<file path="src/rtl/multi_cycle_cpu.sv">
// Multi-cycle RV32I-subset core: FETCH/DECODE/EXEC/MEM/WB/HALT over one req/ready memory port.
// Define ILLEGAL_TRAP_EN to halt with trap=1 on illegal instructions; otherwise they retire as NOPs.
module multi_cycle_cpu #(
  parameter logic [31:0] RESET_PC = 32'h0000_0000,
  parameter int unsigned NREGS    = 32
) (
  input  logic        clk,
  input  logic        arst,
  output logic        mem_req,
  output logic        mem_we,
  output logic [31:0] mem_addr,
  output logic [31:0] mem_wdata,
  input  logic [31:0] mem_rdata,
  input  logic        mem_ready,
  output logic        retire,
  output logic        halted,
  output logic        trap,
  output logic [31:0] pc_out
);
  localparam int unsigned RW = $clog2(NREGS);
  localparam logic [5:0]  NR = 6'(NREGS);

  typedef enum logic [2:0] {FETCH, DECODE, EXEC, MEM, WB, HALT} state_t;
  typedef enum logic [2:0] {C_ALU, C_LUI, C_LOAD, C_STORE, C_BRANCH, C_JAL, C_SYS, C_ILL} cls_t;

  state_t      state;
  cls_t        cls, dec_cls;
  logic [31:0] pc, ir, a, b, r, imm, dec_imm;
  logic [31:0] regs [NREGS];
  logic [31:0] op_a, op_b, alu_y, npc, pc_plus4, pc_imm;
  logic        go_fetch, taken, use_rs1, use_rs2, use_rd;
  logic [6:0]  opcode, f7;
  logic [4:0]  rd, rs1, rs2;
  logic [2:0]  f3;

  assign opcode   = ir[6:0];
  assign rd       = ir[11:7];
  assign f3       = ir[14:12];
  assign rs1      = ir[19:15];
  assign rs2      = ir[24:20];
  assign f7       = ir[31:25];
  assign pc_plus4 = pc + 32'd4;
  assign pc_imm   = pc + imm;
  assign pc_out   = pc;

`ifdef ILLEGAL_TRAP_EN
  logic trap_q;
  assign trap = trap_q;
`else
  assign trap = 1'b0;
`endif

  always_comb begin
    dec_cls = C_ILL;
    dec_imm = {{20{ir[31]}}, ir[31:20]};
    use_rs1 = 1'b0;
    use_rs2 = 1'b0;
    use_rd  = 1'b0;
    case (opcode)
      7'b0110011: begin
        {use_rs1, use_rs2, use_rd} = 3'b111;
        if (f7 == 7'b0 || (f7 == 7'b0100000 && (f3 == 3'b000 || f3 == 3'b101))) dec_cls = C_ALU;
      end
      7'b0010011: begin
        {use_rs1, use_rd} = 2'b11;
        if (!((f3 == 3'b001 && f7 != 7'b0) ||
              (f3 == 3'b101 && f7 != 7'b0 && f7 != 7'b0100000))) dec_cls = C_ALU;
      end
      7'b0110111: begin
        use_rd  = 1'b1;
        dec_imm = {ir[31:12], 12'b0};
        dec_cls = C_LUI;
      end
      7'b0000011: begin
        {use_rs1, use_rd} = 2'b11;
        if (f3 == 3'b010) dec_cls = C_LOAD;
      end
      7'b0100011: begin
        {use_rs1, use_rs2} = 2'b11;
        dec_imm = {{20{ir[31]}}, ir[31:25], ir[11:7]};
        if (f3 == 3'b010) dec_cls = C_STORE;
      end
      7'b1100011: begin
        {use_rs1, use_rs2} = 2'b11;
        dec_imm = {{19{ir[31]}}, ir[31], ir[7], ir[30:25], ir[11:8], 1'b0};
        if (f3 != 3'b010 && f3 != 3'b011) dec_cls = C_BRANCH;
      end
      7'b1101111: begin
        use_rd  = 1'b1;
        dec_imm = {{11{ir[31]}}, ir[31], ir[19:12], ir[20], ir[30:21], 1'b0};
        dec_cls = C_JAL;
      end
      7'b1110011: dec_cls = C_SYS;
      default: ;
    endcase
    // RV32E: register fields the format actually uses must address an existing register
    if ((use_rs1 && {1'b0, rs1} >= NR) || (use_rs2 && {1'b0, rs2} >= NR) ||
        (use_rd && {1'b0, rd} >= NR)) dec_cls = C_ILL;
  end

  always_comb begin
    op_a  = (cls == C_LUI) ? '0 : a;
    op_b  = (cls == C_ALU && ir[5]) ? b : imm;
    alu_y = op_a + op_b;
    if (cls == C_ALU) begin
      case (f3)
        3'b000:  alu_y = (ir[5] && f7[5]) ? op_a - op_b : op_a + op_b;
        3'b001:  alu_y = op_a << op_b[4:0];
        3'b010:  alu_y = {31'b0, $signed(op_a) < $signed(op_b)};
        3'b011:  alu_y = {31'b0, op_a < op_b};
        3'b100:  alu_y = op_a ^ op_b;
        3'b101:  alu_y = f7[5] ? 32'($signed(op_a) >>> op_b[4:0]) : op_a >> op_b[4:0];
        3'b110:  alu_y = op_a | op_b;
        default: alu_y = op_a & op_b;
      endcase
    end
  end

  always_comb begin
    case (f3)
      3'b000:  taken = (a == b);
      3'b001:  taken = (a != b);
      3'b100:  taken = ($signed(a) < $signed(b));
      3'b101:  taken = !($signed(a) < $signed(b));
      3'b110:  taken = (a < b);
      3'b111:  taken = !(a < b);
      default: taken = 1'b0;
    endcase
  end

  // Every path that finishes an instruction funnels through go_fetch: PC update, retire, next fetch.
  always_comb begin
    go_fetch = 1'b0;
    npc      = pc_plus4;
    case (state)
      EXEC: begin
        case (cls)
          C_BRANCH: begin
            go_fetch = 1'b1;
            npc      = taken ? pc_imm : pc_plus4;
          end
          C_JAL: begin
            go_fetch = 1'b1;
            npc      = pc_imm;
          end
`ifdef ILLEGAL_TRAP_EN
          C_ILL: go_fetch = 1'b0;
`else
          C_ILL: go_fetch = 1'b1;
`endif
          default: ;
        endcase
      end
      MEM:     go_fetch = mem_ready && mem_we;
      WB:      go_fetch = 1'b1;
      default: ;
    endcase
  end

  always_ff @(posedge clk or negedge arst) begin
    if (!arst) begin
      state     <= FETCH;
      cls       <= C_ILL;
      pc        <= RESET_PC;
      ir        <= '0;
      a         <= '0;
      b         <= '0;
      r         <= '0;
      imm       <= '0;
      mem_req   <= 1'b0;
      mem_we    <= 1'b0;
      mem_addr  <= '0;
      mem_wdata <= '0;
      retire    <= 1'b0;
      halted    <= 1'b0;
`ifdef ILLEGAL_TRAP_EN
      trap_q    <= 1'b0;
`endif
      for (int unsigned i = 0; i < NREGS; i++) regs[i] <= '0;
    end else begin
      retire <= 1'b0;
      case (state)
        FETCH: begin
          if (!mem_req) begin
            mem_req  <= 1'b1;
            mem_we   <= 1'b0;
            mem_addr <= {pc[31:2], 2'b00};
          end else if (mem_ready) begin
            ir      <= mem_rdata;
            mem_req <= 1'b0;
            state   <= DECODE;
          end
        end
        DECODE: begin
          a     <= regs[rs1[RW-1:0]];
          b     <= regs[rs2[RW-1:0]];
          imm   <= dec_imm;
          cls   <= dec_cls;
          state <= EXEC;
        end
        EXEC: begin
          case (cls)
            C_ALU, C_LUI: begin
              r     <= alu_y;
              state <= WB;
            end
            C_LOAD, C_STORE: begin
              r        <= alu_y;
              mem_req  <= 1'b1;
              mem_we   <= (cls == C_STORE);
              mem_addr <= {alu_y[31:2], 2'b00};
              if (cls == C_STORE) mem_wdata <= b;
              state    <= MEM;
            end
            C_JAL: if (rd != 5'd0) regs[rd[RW-1:0]] <= pc_plus4;
            C_SYS: begin
              state  <= HALT;
              halted <= 1'b1;
            end
`ifdef ILLEGAL_TRAP_EN
            C_ILL: begin
              state  <= HALT;
              halted <= 1'b1;
              trap_q <= 1'b1;
            end
`else
            C_ILL: ;
`endif
            default: ;
          endcase
        end
        MEM: begin
          if (mem_ready) begin
            mem_req <= 1'b0;
            mem_we  <= 1'b0;
            if (!mem_we) begin
              r     <= mem_rdata;
              state <= WB;
            end
          end
        end
        WB:      if (rd != 5'd0) regs[rd[RW-1:0]] <= r;
        HALT:    halted <= 1'b1;
        default: state <= FETCH;
      endcase
      if (go_fetch) begin
        pc       <= npc;
        retire   <= 1'b1;
        mem_req  <= 1'b1;
        mem_we   <= 1'b0;
        mem_addr <= {npc[31:2], 2'b00};
        state    <= FETCH;
      end
    end
  end
endmodule
</file>
<file path="config.mk">
export PLATFORM = sky130hd
export DESIGN_NAME = multi_cycle_cpu
export DESIGN_NICKNAME = d
export VERILOG_FILES = /design/src/rtl/multi_cycle_cpu.sv
export SDC_FILE = /design/constraint.sdc
export NUM_CORES = 2
export LEC_CHECK = 0
export CORE_MARGIN = 5
export CORE_UTILIZATION = 65
export CTS_CLUSTER_SIZE = 14
export DETAILED_ROUTE_END_ITERATION = 6
export GPL_TIMING_DRIVEN = 0
export PLACE_DENSITY = 0.83
export SYNTH_ARGS = -nofsm -noshare
export SYNTH_HDL_FRONTEND = slang
export SYNTH_SLANG_ARGS = --single-unit
</file>
<file path="constraint.sdc">
create_clock -name clk -period 12.95 [get_ports clk]
set_clock_uncertainty 0.1 [all_clocks]
set_input_delay 2.59 -clock clk [delete_from_list [all_inputs] [get_ports clk]]
set_output_delay 2.59 -clock clk [all_outputs]
set_load 0.03 [all_outputs]
</file>
==> impl_metrics.csv, run 1 <==
group,metric,value,unit
run_status,status,"did not finish",
run_status,lastStage,"5_1_grt",
run_status,error,"[ERROR GRT-0232] Routing congestion too high. Check the congestion heatmap in the GUI.",
placement,port_buffers,132,
placement,dp_hpwl,276000,um
synthesis,synth_seq_cells,1288,
clock_network,htreeDepth,4,
clock_network,cts_setup_buffers,0,
clock_network,cts_root_buf,"clkbuf_16",
synthesis,ys_seq_area_share,42.4,%
synthesis,avgSynthCellArea,10.2,um^2
floorplan,num_io_pins,136,
floorplan,die_h,352,um
placement,routabilityCongestion,1.21,
synthesis,post-synth-top-area-cell,"dfrtp_1",
floorplan,core.rowCount,125,
synthesis,synth_area_leaders,"dfrtp_1, mux4_2, o21ai_0",
synthesis,synth_top_area_share,42.3,%
grt,track_usage,77.0,%
floorplan,initial_core_util,65.5,%
clock_network,cts.sink_count,1288,
floorplan,die_w,352,um
placement,pre_cts_ws,5270,ps
placement,dp_cells,9118,
clock_network,cts_resized,0,
synthesis,synthFlopType,"dfrtp_1",
clock_network,cts_hold_buffers,0,
grt,overflow,146,
synthesis,yosysMostFrequentCell,"nand2_1",
synthesis,synth_edf_count,0,
synthesis,synth_cell_type_count,112,
synthesis,async_reset_ff_share,100,%
clock_network,cts_buffer_depth,3,
clock_network,numCtsBuffers,133,
grt,grt_max_degree,192,
synthesis,synthesis.area,0.0761,mm^2
grt,antenna_found_initial,97,
synthesis,synthCells,7429,
synthesis,yosys_warnings,0,
synthesis,synth_common_cells,"nand2_1, dfrtp_1, o21ai_0, mux4_2, clkbuf_1",
per-stage QoR:
step,hold slack [ps],instance area (um^2)
after CTS,387,84500
after detailed placement,364,79900
after floorplan,341,76100
after global placement,352,79300
kinds of logic after synthesis:
kind of cell    Yosys count  share of synthesized area, %
flops                  1288                          42.4
fa+ha+maj               162                          2.67
mux                     861                          22.0
xor+xnor                105                          1.21
buf+inv                 841                          4.30
simple gates           2051                          11.4
compound gates         2120                          16.0
other cells               1                       0.00493
metal layers:
layer / GRT overflow / global-route usage, %
met2: 60 / 89.2
met1: 10 / 76.0
met4: 68 / 75.0
met5: 2 / 43.1
met3: 6 / 68.1
==> inputs of run 2 (changes only) <==
Settings changed: CORE_UTILIZATION 65 to 40, CTS_CLUSTER_SIZE 14 to not set, PLACE_DENSITY 0.83 to not set, PLACE_DENSITY_LB_ADDON set to 0.15.
==> run 2 against run 1 <==
- synthesized cell count unchanged
- synthesized area did not move
- the flow now finishes, with violations (max-capacitance violations, max-slew violations)
==> impl_metrics.csv, run 2 <==
group,metric,value,unit
run_status,status,"finished, violations left",
run_status,violations,"max-capacitance violations, max-slew violations",
drt,vias,67000,
synthesis,yosysMostFrequentCell,"nand2_1",
grt,antenna_found_initial,14,
sta,finalCriticalPeriod,8240,ps
worst_setup_path,worstPathMaxFanout,11,
clock_network,insertion_delay,840,ps
layout,post_route_cells_drive_above_1_share,14.2,%
clock_network,cts_root_buf,"clkbuf_16",
drt,wirelength,367000,um
layout,regMostFlops,"regs",
layout,layout_commonest_cell,"nand2_1",
floorplan,initial_core_util,40.1,%
clock_network,numCtsBuffers,150,
drt,wl_per_cell,35.3,um
worst_setup_path,worstReg2RegEnd,"r[23]$_DFFE_PN0P_",
worst_setup_path,r2r_slack,4710,ps
clock_network,cts_setup_buffers,0,
synthesis,ys_seq_area_share,42.4,%
placement,dp_hpwl,285000,um
layout,layout_common_cells,"nand2_1, dfrtp_1, o21ai_0, mux4_2, clkbuf_1",
sta,rsz0062_at_grt,"false",
worst_setup_path,path_class,"flop to flop",
drt,routed-wl-met3,31400,um
min_path,min_to,"regs[993]$_DFFE_PN0P_",
pwr,power.leakage,35.6,nW
sta,maxSlewHeadroom,-10.9,%
synthesis,async_reset_ff_share,100,%
min_path,hold_path.startpoint,"regs[993]$_DFFE_PN0P_",
drt,wl_met2,163000,um
sta,final-setup-viol-count,0,
grt,grt_max_degree,176,
synthesis,yosys_warnings,0,
pwr,power.density,282,mW/mm^2
clock_network,htreeDepth,4,
sta,max_freq,121,MHz
flow_run,drv_cap,1,
synthesis,synth_seq_cells,1288,
drt,via_per_inst,6.46,
placement,routabilityCongestion,1.06,
floorplan,core.rowCount,160,
floorplan,die_h,446,um
clock_network,cts_buffer_depth,3,
layout,largest_reg_flops,1024,
drt,drt_iter0_markers,8443,
floorplan,die_w,446,um
pwr,peakVddDrop,0.121,mV
drt,drc_errors,0,
clock_network,cts.clk_slew.worst_paths,60,ps
sta,hold_viol,0,
placement,port_buffers,132,
synthesis,post-synth-top-area-cell,"dfrtp_1",
clock_network,tritoncts,"yes",
synthesis,avgSynthCellArea,10.2,um^2
synthesis,synth_edf_count,0,
grt,track_usage,36.3,%
sta,fin_crit_sh,63.6,%
drt,drt_first_pass_iters,6,
floorplan,die-area,0.199,mm^2
worst_setup_path,worstPathRequired,13520,ps
worst_setup_path,crit_path_end_kind,"flop",
worst_setup_path,r2r-start,"ir[5]$_DFFE_PN0P_",
worst_setup_path,cp-start-kind,"flop",
placement,dp_cells,10100,
layout,fin_nets,7944,
synthesis,synth_top_area_share,42.3,%
grt,grt_pass1_vias,65000,
drt,antenna_left,0,
worst_setup_path,cp.arrival,8810,ps
min_path,hold_class,"flop to flop",
clock_network,cts_resized,0,
min_path,holdPathStages,1,
sta,final-max-slew-violation-count,5,
layout,layoutNonFillerInstCount,10400,
synthesis,synth_common_cells,"nand2_1, dfrtp_1, o21ai_0, mux4_2, clkbuf_1",
drt,met1_length,138000,um
layout,area_growth_syn_to_layout,13.4,%
clock_network,cts.sink_count,1288,
floorplan,core,0.190,mm^2
grt,grt_pass1_wl,510000,um
sta,max_slew.worst_pin.slew,1620,ps
drt,dr.max_layer_used,"met5",
synthesis,synth_cell_type_count,112,
synthesis,synth_area_leaders,"dfrtp_1, mux4_2, o21ai_0",
clock_network,cts_hold_buffers,0,
synthesis,synthCells,7429,
synthesis,synthesis.area,0.0761,mm^2
floorplan,num_io_pins,136,
grt,overflow,0,
synthesis,synthFlopType,"dfrtp_1",
sta,tns,0,ps
worst_setup_path,worst_r2r_path_depth,19,
-- run 2: cell counts after synthesis --
No cell type changed its count.
-- run 2: report_power, final --
part | internal [mW] | switching (mW) | leakage [nW]
logic | 4.55 | 8.71 | 15.8
clock network | 2.54 | 1.84 | 2.48
registers | 5.34 | 1.39 | 17.3
-- run 2: layer usage --
layer  GRT usage [%]  vias up
met5               0        -
met4            27.1        2
met3            8.65      945
met2            55.1     3700
met1            45.1    34600
li1                -    27800
-- run 2: through the flow --
step / cell area [um^2] / setup WS, ps / power, mW / utilization [%] / hold slack (ps)
3_3_place_gp: 80600 / -51090 / 19.4 / 42.5 / 353
3_5_place_dp: 81200 / 5130 / 19.6 / 42.8 / 365
5_1_grt: 86200 / 4870 / 25.2 / 45.5 / 393
4_1_cts: 86200 / 5090 / 24.0 / 45.5 / 381
6_report: 86300 / 4710 / 24.4 / 45.5 / 377
2_1_floorplan: 76100 / 8200 / 13.9 / - / 341
-- run 2: cell type report --
type / instances / area, um^2
repair buffers: 164 / 1830
multi-input cells: 5302 / 40700
diodes: 10 / 25.0
inverters: 139 / 527
clock inverters: 54 / 669
fillers: 18200 / 103000
well taps: 2511 / 3140
flip-flops and latches: 1288 / 32200
plain buffers: 702 / 2760
clock buffers: 212 / 4360
-- run 2: worst max-delay path by stage --
stage	startpoint	slack (ps)	to	cells past startpoint
finish	ir[5]$_DFFE_PN0P_	4710	r[23]$_DFFE_PN0P_	19
global route	ir[5]$_DFFE_PN0P_	4870	r[23]$_DFFE_PN0P_	19
CTS	ir[5]$_DFFE_PN0P_	5090	r[23]$_DFFE_PN0P_	19
detailed placement	ir[5]$_DFFE_PN0P_	5130	r[23]$_DFFE_PN0P_	19
global placement	arst	-51090	regs[905]$_DFFE_PN0P_	1
floorplan	cls[0]$_DFFE_PN1N_	8200	r[27]$_DFFE_PN0P_	19
-- run 2: cells by family (layout without fill, tap and decap cells) --
family	Yosys count	count (layout)	share of synthesized area [%]
AOI/OAI and AO/OA	2120	2120	16.0
xor gates and xnor gates	105	105	1.21
adders and majority gates	162	162	2.67
buffers and inverters	841	1271	4.30
DFF	1288	1288	42.4
muxes	861	861	22.0
other	1	13	0.00493
and+or+nand+nor	2051	2051	11.4
-- run 2: critical path, stage by stage (launching register included) --
cell      delay [ps]
dfrtp_1          700
or4b_1           510
buf_4            200
buf_6            180
mux2i_4          340
buf_2            370
buf_2            350
buf_1            590
ha_1             350
clkbuf_1         260
nand2_1          170
o221a_2          240
o311ai_0         160
o21ai_0          620
a31oi_1          380
a221oi_1        1140
xnor2_1          200
o22ai_1          110
a21oi_1          840
o21ai_0          220
(Power assumes the default switching activity.)
